File: src/rtl/iguana_pkg.sv
// Shared types and constants for the iguana HyperBus boot-time configuration path.
package iguana_pkg;

    typedef struct packed {
        logic [47:0] addr;
        logic [31:0] data;
    } hyper_cfg_entry_t;

    // Default register-interface bundles seen by the HyperBus reg slave
    typedef struct packed {
        logic [47:0] addr;
        logic        write;
        logic [31:0] wdata;
        logic [3:0]  wstrb;
        logic        valid;
    } hyper_reg_req_t;

    typedef struct packed {
        logic [31:0] rdata;
        logic        error;
        logic        ready;
    } hyper_reg_rsp_t;

    typedef enum logic [1:0] {
        CfgWait,
        CfgWrite,
        CfgDone
    } hyper_cfg_state_e;

    localparam int unsigned HypCfgWaitCycles = 300 * 200;
    localparam int unsigned HypCfgNumEntries = 4;

    localparam hyper_cfg_entry_t [HypCfgNumEntries-1:0] HyperCfgDefault = {
        hyper_cfg_entry_t'{addr: 48'h0000_0000_000c, data: 32'h0000_0001},
        hyper_cfg_entry_t'{addr: 48'h0000_0000_0008, data: 32'h0000_0002},
        hyper_cfg_entry_t'{addr: 48'h0000_0000_0004, data: 32'h0000_0006},
        hyper_cfg_entry_t'{addr: 48'h0000_0000_0000, data: 32'h0000_0003}
    };

endpackage

File: src/rtl/iguana_hyper_cfg_seq.sv
// Boot-time HyperBus register sequencer: waits for PHY startup, writes a fixed
// table to the controller, then becomes a transparent register pass-through.
module iguana_hyper_cfg_seq
    import iguana_pkg::*;
#(
    parameter type         reg_req_t  = hyper_reg_req_t,
    parameter type         reg_rsp_t  = hyper_reg_rsp_t,
    parameter int unsigned NumEntries = HypCfgNumEntries,
    parameter hyper_cfg_entry_t [NumEntries-1:0] CfgTable = HyperCfgDefault,
    parameter int unsigned WaitCycles = HypCfgWaitCycles,
    parameter int unsigned AckTimeout = 1024
) (
    input  logic     clk_i,
    input  logic     rst_ni,
    input  logic     skip_i,
    input  reg_req_t slv_req_i,
    output reg_rsp_t slv_rsp_o,
    output reg_req_t mst_req_o,
    input  reg_rsp_t mst_rsp_i,
    output logic     done_o,
    output logic     error_o
);

    localparam int unsigned IdxW     = (NumEntries > 1) ? $clog2(NumEntries) : 1;
    localparam int unsigned WaitW    = (WaitCycles > 1) ? $clog2(WaitCycles) : 1;
    localparam int unsigned TmoW     = (AckTimeout > 1) ? $clog2(AckTimeout) : 1;
    localparam int unsigned WaitLast = (WaitCycles > 0) ? WaitCycles - 1 : 0;
    localparam int unsigned TmoLast  = (AckTimeout > 0) ? AckTimeout - 1 : 0;
    localparam logic        TmoOn    = (AckTimeout != 0);

    localparam logic [IdxW-1:0]  IdxLast  = IdxW'(NumEntries - 1);
    localparam logic [WaitW-1:0] WaitEnd  = WaitW'(WaitLast);
    localparam logic [TmoW-1:0]  TmoEnd   = TmoW'(TmoLast);

    // A zero wait means the first write is issued in the first cycle out of reset
    localparam hyper_cfg_state_e StartState = (WaitCycles == 0) ? CfgWrite : CfgWait;

    hyper_cfg_state_e state, state_next;
    logic [IdxW-1:0]  idx, idx_next;
    logic [WaitW-1:0] wait_cnt, wait_cnt_next;
    logic [TmoW-1:0]  tmo_cnt, tmo_cnt_next;
    logic             err, err_next;
    hyper_cfg_entry_t entry;
    logic             timeout;

    assign entry   = CfgTable[idx];
    assign timeout = TmoOn && (tmo_cnt == TmoEnd);

    always_ff @(posedge clk_i) begin
        if (!rst_ni) begin
            state    <= StartState;
            idx      <= '0;
            wait_cnt <= '0;
            tmo_cnt  <= '0;
            err      <= 1'b0;
        end else begin
            state    <= state_next;
            idx      <= idx_next;
            wait_cnt <= wait_cnt_next;
            tmo_cnt  <= tmo_cnt_next;
            err      <= err_next;
        end
    end

    always_comb begin
        state_next    = state;
        idx_next      = idx;
        wait_cnt_next = wait_cnt;
        tmo_cnt_next  = tmo_cnt;
        err_next      = err;
        mst_req_o     = '0;
        slv_rsp_o     = '0;
        done_o        = 1'b0;

        unique case (state)
            CfgWait: begin
                if (wait_cnt != WaitEnd) begin
                    wait_cnt_next = wait_cnt + 1'b1;
                end
                if (skip_i) begin
                    state_next = CfgDone;
                end else if (wait_cnt == WaitEnd) begin
                    state_next = CfgWrite;
                end
            end

            CfgWrite: begin
                mst_req_o.addr  = entry.addr;
                mst_req_o.wdata = entry.data;
                mst_req_o.write = 1'b1;
                mst_req_o.wstrb = '1;
                mst_req_o.valid = 1'b1;
                if (mst_rsp_i.ready) begin
                    tmo_cnt_next = '0;
                    if (mst_rsp_i.error) begin
                        err_next   = 1'b1;
                        state_next = CfgDone;
                    end else if (idx == IdxLast) begin
                        state_next = CfgDone;
                    end else begin
                        idx_next = idx + 1'b1;
                    end
                end else if (timeout) begin
                    err_next   = 1'b1;
                    state_next = CfgDone;
                end else if (tmo_cnt != TmoEnd) begin
                    tmo_cnt_next = tmo_cnt + 1'b1;
                end
            end

            CfgDone: begin
                mst_req_o = slv_req_i;
                slv_rsp_o = mst_rsp_i;
                done_o    = 1'b1;
            end

            default: begin
                state_next = StartState;
            end
        endcase

        // Reset withdraws an in-flight write in the very cycle it is sampled
        if (!rst_ni) begin
            mst_req_o = '0;
            slv_rsp_o = '0;
            done_o    = 1'b0;
        end
    end

    assign error_o = err & rst_ni;

endmodule

File: config.mk
export PLATFORM = sky130hd
export DESIGN_NAME = iguana_hyper_cfg_seq
export DESIGN_NICKNAME = d
export VERILOG_FILES = /design/src/rtl/iguana_pkg.sv /design/src/rtl/iguana_hyper_cfg_seq.sv
export SDC_FILE = /design/constraint.sdc
export NUM_CORES = 1
export LEC_CHECK = 0
export CAP_MARGIN = 25
export CORE_ASPECT_RATIO = 0.5
export CORE_UTILIZATION = 33
export DETAILED_ROUTE_END_ITERATION = 6
export PLACE_DENSITY = 0.9
export SLEW_MARGIN = 10
export SYNTH_ARGS = -nofsm -noshare
export SYNTH_HDL_FRONTEND = slang
export SYNTH_SLANG_ARGS = --single-unit
File: constraint.sdc
create_clock -name clk_i -period 3.11 [get_ports clk_i]
set_input_delay 0.933 -clock clk_i [delete_from_list [all_inputs] [get_ports clk_i]]
set_output_delay 0.933 -clock clk_i [all_outputs]
set_load 0.01 [all_outputs]
==> results of run 1 <==
## timing repair
action | CTS | global route
pin swaps | 0 | 1
cloned | 3 | 0
setup endpoints to repair | 122 | 54
resized for setup | 123 | 55
hold endpoints to repair | 0 | 0
buffers inserted | 3 | 1
## registers in the layout (all words and copies together) (netlist names)
register / cells
idx: 2
tmo_cnt: 10
err: 1
wait_cnt: 16
state: 2
## per-stage QoR
step / instance area, sq um / TNS (ns) / utilization / worst slack, ns
after global routing: 5300 / 0 / 0.718 / 0.00218
after floorplan: 2520 / 0 / - / 0.451
final: 5300 / 0 / 0.718 / 0.0383
after global placement: 5080 / -37.54 / 0.689 / -0.377
after detailed placement: 5080 / -38.72 / 0.689 / -0.408
after CTS: 5300 / 0 / 0.718 / 0.000357
## power breakdown
group          internal [mW]  switching [mW]
combinational          0.255           0.169
clock                  0.340           0.173
sequential             0.407          0.0103
## critical path, stage by stage
cell                              delay [ns]
sky130_fd_sc_hd__dlygate4sd2_1          0.21
sky130_fd_sc_hd__buf_4                  0.14
sky130_fd_sc_hd__buf_12                 0.15
sky130_fd_sc_hd__and3_1                 0.16
sky130_fd_sc_hd__clkdlybuf4s50_1        0.54
## synth_stat cells, drive strengths merged (3+ instances only)
cell    count  share of area
nor2       18          0.027
a31oi       3         0.0074
ha          7          0.035
a21oi      19          0.038
a22o        3          0.010
or4         4          0.012
clkbuf     22          0.033
nand2b      4         0.0099
buf         3          0.011
nand4      10          0.025
and3       39          0.097
nor4        6          0.021
inv         6         0.0089
xnor2       8          0.028
nand3      13          0.026
dfxtp      31           0.25
or3         5          0.012
nor3        4         0.0079
and2       79           0.20
a22oi       5          0.015
nand2       9          0.013
a211o       3          0.010
o31ai       6          0.018
o21ai       9          0.018
## layout make-up
cell class | instances | area (sq um) | area share
Clock buffer | 7 | 153 | 0.0288
Multi-Input combinational cell | 275 | 1770 | 0.335
Clock inverter | 1 | 7.51 | 0.00142
Antenna cell | 1 | 2.50 | 0.000472
Inverter | 7 | 26.3 | 0.00496
Sequential cell | 31 | 621 | 0.117
Tap cell | 96 | 120 | 0.0227
Timing Repair Buffer | 262 | 2590 | 0.490
## kinds of logic (layout without fill, tap and decap cells)
family,Yosys count,after routing
simple gates,198,198
compound gates,60,60
buf+inv,32,277
flops,31,31
xor+xnor,8,8
fa+ha+maj,7,7
mux,2,2
other cells,0,1
## cells in the final DEF, fill, tap and decap left out, drive strengths merged, types with 7 or more instances in the layout
master	n
nand4	10
clkdlybuf4s50	122
and2	79
ha	7
dlymetal6s2s	29
o21ai	9
dlygate4sd2	66
clkdlybuf4s15	8
buf	17
dfxtp	31
nand2	9
nand3	13
and3	39
a21oi	19
xnor2	8
clkbuf	24
nor2	18
## worst max-delay path by stage
stage,to,slack [ns],depth (start not counted)
2_1_floorplan,mst_req_o[32],0.45,4
5_1_grt,slv_rsp_o[9],0.002,5
6_report,slv_rsp_o[9],0.04,5
4_1_cts,mst_req_o[79],0.0004,6
3_5_place_dp,mst_req_o[44],-0.41,5
3_3_place_gp,mst_req_o[84],-0.38,5
## layer usage
layer,vias to the layer above,track usage,wire [um]
li1,1699,-,-
met1,1620,0.374,5380
met2,162,0.497,5740
met3,28,0.0997,1080
met4,0,0.0686,204
met5,-,0,0
==> flow_summary_export.csv, run 1 <==
group,metric,value,unit
detailed_routing,residual_drc_count,0,
min_path,timing.hold.worst.start,"wait_cnt[9]",
yosys,post_synth_num_cell_types,44,
min_path,min_path_type,"reg2reg",
detailed_routing,vias_per_cell,5.16,
floorplanning,coreArea,7380,sq um
critical_path,critical_path.startpoint_type,"primary input",
sta,post-route-min-period,3.07,ns
power_and_ir_drop,power_per_cell_area,256,nW/um^2
min_path,holdPathEnd,"wait_cnt[9]",
yosys,synthesized_nets,468,
floorplanning,chipWidth,126,um
detailed_routing,router_iterations_before_antenna_repair,7,
sta,timing_worst_slew_pin_value,0.866,ns
sta,timing.slew.headroom,0.418,
floorplanning,initial_utilization,0.342,
sta,grt_setup_unrepaired,"no",
yosys,yosys.area_share.adder,0.0347,
layout,area_delta_synth_final,110,%
critical_path,worst-setup-path-type,"in2out",
layout,fillerInstances,557,
sta,report.final.slew_viol_count,0,
yosys,fraction_of_synthesized_area_in_multiplexers,0.00793,
yosys,synthesis.instances,338,
floorplanning,num_io_pins,245,
yosys,ys.flop_type,"sky130_fd_sc_hd__dfxtp_1",
yosys,synthesis.yosys.warnings,0,
yosys,async_reset_ff_frac,0,
sta,finalCritPeriodShare,0.988,
sta,max_clock_freq,326,MHz
placed_design,dpl.cell_count,664,
clocking,clk_transition_reported_paths,0.05,ns
detailed_routing,drt.antenna.violating_nets,0,
power_and_ir_drop,power_leakage,3.00,nW
clocking,holdBufCountCts,0,
critical_path,timing.reg2reg.worst_path_depth,5,
yosys,part_of_the_yosys_area_used_for_sequential_elements,0.246,
grt,grt_antenna_before_repair,1,
floorplanning,num_rows,22,
critical_path,worst_flop_to_flop_path_endpoint,"tmo_cnt[3]",
critical_path,reg2reg_slack,0.85,ns
yosys,synthesis.area_per_instance,7.47,sq um
critical_path,rr_startpoint,"tmo_cnt[0]",
grt,global_route.usage.total,0.299,
sta,fin_skew,0.00759,ns
yosys,largest_family_of_logic_cells_by_synthesized_area,"simple AND/OR/NAND/NOR gates",
yosys,edff_count_synth,0,
outcome,outcome,"finished clean",
placed_design,dp.final_hpwl,9050,um
clocking,cts.root.buffer_cell,"sky130_fd_sc_hd__clkbuf_16",
detailed_routing,drtIter0Drc,323,
clocking,cts-buffers-inserted,5,
layout,fin_nets,712,
yosys,synth_simple_gate_area_share,0.472,
power_and_ir_drop,ir_drop,0.000179,V
placed_design,io_buffers,244,
floorplanning,chipHeight,63.8,um
yosys,ys_seq_elements,31,
layout,layout-drive-gt1-share,0.0892,
layout,layout.cells.non_filler,680,
sta,setup_viol,0,
sta,finalHoldWorstSlack,0.511,ns
job,maxCapViolCount,0,
min_path,holdPathStages,2,
floorplanning,fp.dieArea,8020,sq um
clocking,clock_latency,0.28,ns
detailed_routing,dr_wl_cell,18.3,um
grt,grt_start_max_net_pins,49,
placed_design,routabilityCongestion,0.914,
critical_path,path_max_fanout,24,
detailed_routing,vias,3509,
critical_path,worst_ep_required_time,2.18,ns
detailed_routing,route.final.wire_length,12400,um
critical_path,worstSetupEndpointType,"primary output",
grt,grt_overflow_total,0,
critical_path,worst-endpoint-arrival,2.14,ns
grt,grt_first_pass_wirelength,18600,um
clocking,cts.sinks,31,
clocking,htreeDepth,2,
grt,first_global_vias,3352,
yosys,synth_xor_area_frac,0.0278,
yosys,syn-cell-area,2520,sq um
power_and_ir_drop,total_power,1.35,mW
clocking,cts-root-to-sink-buffers,2,
critical_path,critical_path.startpoint,"rst_ni",
clocking,tritoncts,"done",
yosys,compound_gate_portion_of_the_synthesized_area,0.157,
sta,final-hold-violation-count,0,
(Power assumes the default switching activity.)
==> inputs of run 2 (changes only) <==
--- a/config.mk
+++ b/config.mk
@@ -7,6 +7,7 @@
 export LEC_CHECK = 0
 export CAP_MARGIN = 25
 export CORE_ASPECT_RATIO = 0.5
+export CORE_MARGIN = 2
 export CORE_UTILIZATION = 33
 export DETAILED_ROUTE_END_ITERATION = 6
 export PLACE_DENSITY = 0.9
==> flow_summary_export.csv, run 2 (synthesis results as in run 1) <==
group,metric,value,unit
outcome,outcome,"finished clean",
layout,final_core_utilization,0.709,
grt,grt_overflow_total,0,
layout,largest-register,"wait_cnt",
grt,grt_start_max_net_pins,44,
clocking,htreeDepth,2,
power_and_ir_drop,power_per_cell_area,271,nW/um^2
power_and_ir_drop,switching_share_of_power,0.247,
power_and_ir_drop,power_leakage,2.82,nW
critical_path,worstSetupEndpointType,"primary output",
detailed_routing,residual_drc_count,0,
power_and_ir_drop,power.sequential.fraction,0.293,
sta,final-hold-violation-count,0,
layout,fillerInstances,603,
sta,finalCritPeriodShare,0.994,
power_and_ir_drop,power_report.internal_total,1.07,mW
detailed_routing,route.final.wire_length,12000,um
min_path,min_path_type,"reg2reg",
sta,post-route-min-period,3.09,ns
clocking,clk_transition_reported_paths,0.05,ns
detailed_routing,drtIter0Drc,289,
clocking,cts.root.buffer_cell,"sky130_fd_sc_hd__clkbuf_16",
layout,fin_nets,711,
layout,num_antenna_cells,0,
power_and_ir_drop,total_power,1.42,mW
layout,layout.cells.non_filler,678,
layout,largestRegisters,"wait_cnt x16, tmo_cnt x10",
placed_design,placed_cell_area,5110,sq um
clocking,cts-root-to-sink-buffers,2,
power_and_ir_drop,power_frac_clock,0.403,
job,maxCapViolCount,0,
layout,layout-drive-gt1-share,0.113,
layout,commonest_non_fill_non_tap_cells_in_the_layout,"sky130_fd_sc_hd__clkdlybuf4s50_1 (128), sky130_fd_sc_hd__and2_1 (79), sky130_fd_sc_hd__dlygate4sd2_1 (60), sky130_fd_sc_hd__and3_1 (38), sky130_fd_sc_hd__dfxtp_1 (31)",
grt,first_global_vias,3471,
grt,grt_antenna_before_repair,0,
critical_path,worst-endpoint-arrival,2.16,ns
detailed_routing,router_iterations_before_antenna_repair,4,
layout,layout_commonest_cell,"sky130_fd_sc_hd__clkdlybuf4s50_1",
power_and_ir_drop,ir_drop,0.000169,V
detailed_routing,vias_per_cell,5.03,
floorplanning,num_io_pins,245,
clocking,cts-buffers-inserted,5,
placed_design,dp.final_hpwl,8930,um
layout,finish.instance_area,5230,sq um
critical_path,worst_ep_required_time,2.18,ns
sta,timing_worst_slew_pin_value,0.869,ns
clocking,cts.sinks,31,
placed_design,routabilityCongestion,0.862,
detailed_routing,drt.antenna.violating_nets,0,
floorplanning,initial_utilization,0.342,
sta,fin_skew,0.00310,ns
grt,grt_first_pass_wirelength,18400,um
critical_path,critical_path.startpoint_type,"primary input",
detailed_routing,dr_wl_cell,17.7,um
floorplanning,chipHeight,65.8,um
layout,number_of_flip_flops_under_the_largest_register_name,16,
sta,setup_viol,0,
layout,area_delta_synth_final,107,%
clocking,tritoncts,"done",
placed_design,io_buffers,244,
clocking,clock_latency,0.28,ns
floorplanning,num_rows,22,
floorplanning,chipWidth,128,um
detailed_routing,vias,3409,
critical_path,path_max_fanout,1,
critical_path,reg2reg_slack,0.88,ns
sta,max_clock_freq,323,MHz
sta,timing.slew.headroom,0.416,
power_and_ir_drop,netSwitchingPower,0.350,mW
floorplanning,coreArea,7380,sq um
floorplanning,fp.dieArea,8410,sq um
sta,report.final.slew_viol_count,0,
placed_design,dpl.cell_count,664,
power_and_ir_drop,share_comb_of_total_power,0.303,
grt,global_route.usage.total,0.281,
critical_path,worst-setup-path-type,"in2out",
run 2: layout make-up:
| class | count | area, sq um | area share |
|---|---|---|---|
| clock inverters | 2 | 35.0 | 0.00670 |
| inverters | 7 | 26.3 | 0.00502 |
| flip-flops and latches | 31 | 621 | 0.119 |
| well taps | 96 | 120 | 0.0230 |
| repair buffers | 261 | 2520 | 0.481 |
| multi-input cells | 275 | 1770 | 0.339 |
| clock buffers | 6 | 139 | 0.0265 |
run 2: worst paths after layout:
path	endpoint	cells after the start	startpoint
setup / recovery	slv_rsp_o[5]	3	mst_rsp_i[5]
hold / removal	wait_cnt[15]	2	wait_cnt[15]
setup reg to reg	state[0]	4	wait_cnt[5]
hold reg to reg	wait_cnt[15]	2	wait_cnt[15]
run 2: power groups by stage:
stage | clock network, mW | registers [mW] | logic, mW
floorplan | 0 | 0.421 | 0.144
global placement | 0 | 0.423 | 0.427
detailed placement | 0 | 0.423 | 0.431
CTS | 0.573 | 0.415 | 0.436
global route | 0.588 | 0.417 | 0.461
finish | 0.572 | 0.416 | 0.430
run 2: routing by layer:
layer  track usage  share of wire
met4        0.0536          0.016
met3        0.0955          0.064
met1         0.338           0.43
met5             0              0
met2         0.495           0.49
run 2: repair_timing:
action	4_1_cts	5_1_grt
hold buffers	0	0
setup endpoints to repair	122	54
gates cloned	3	0
hold endpoints to repair	0	0
setup buffers	3	0
pin swaps	1	1
gates resized for setup	157	50
run 2: through the flow:
step	hold slack [ns]	setup TNS (ns)	setup WS [ns]
after floorplan	0.446	0	0.451
after global placement	0.469	-36.77	-0.407
after CTS	0.497	0	0.0000755
after global routing	0.534	-0.00251	-0.00251
after detailed placement	0.486	-38.53	-0.395
final	0.493	0	0.0172
run 2: critical path, cell delays in order:
cell and delay, ns:
sky130_fd_sc_hd__clkdlybuf4s50_1 0.48, sky130_fd_sc_hd__and3_1 0.18, sky130_fd_sc_hd__clkdlybuf4s50_1 0.57
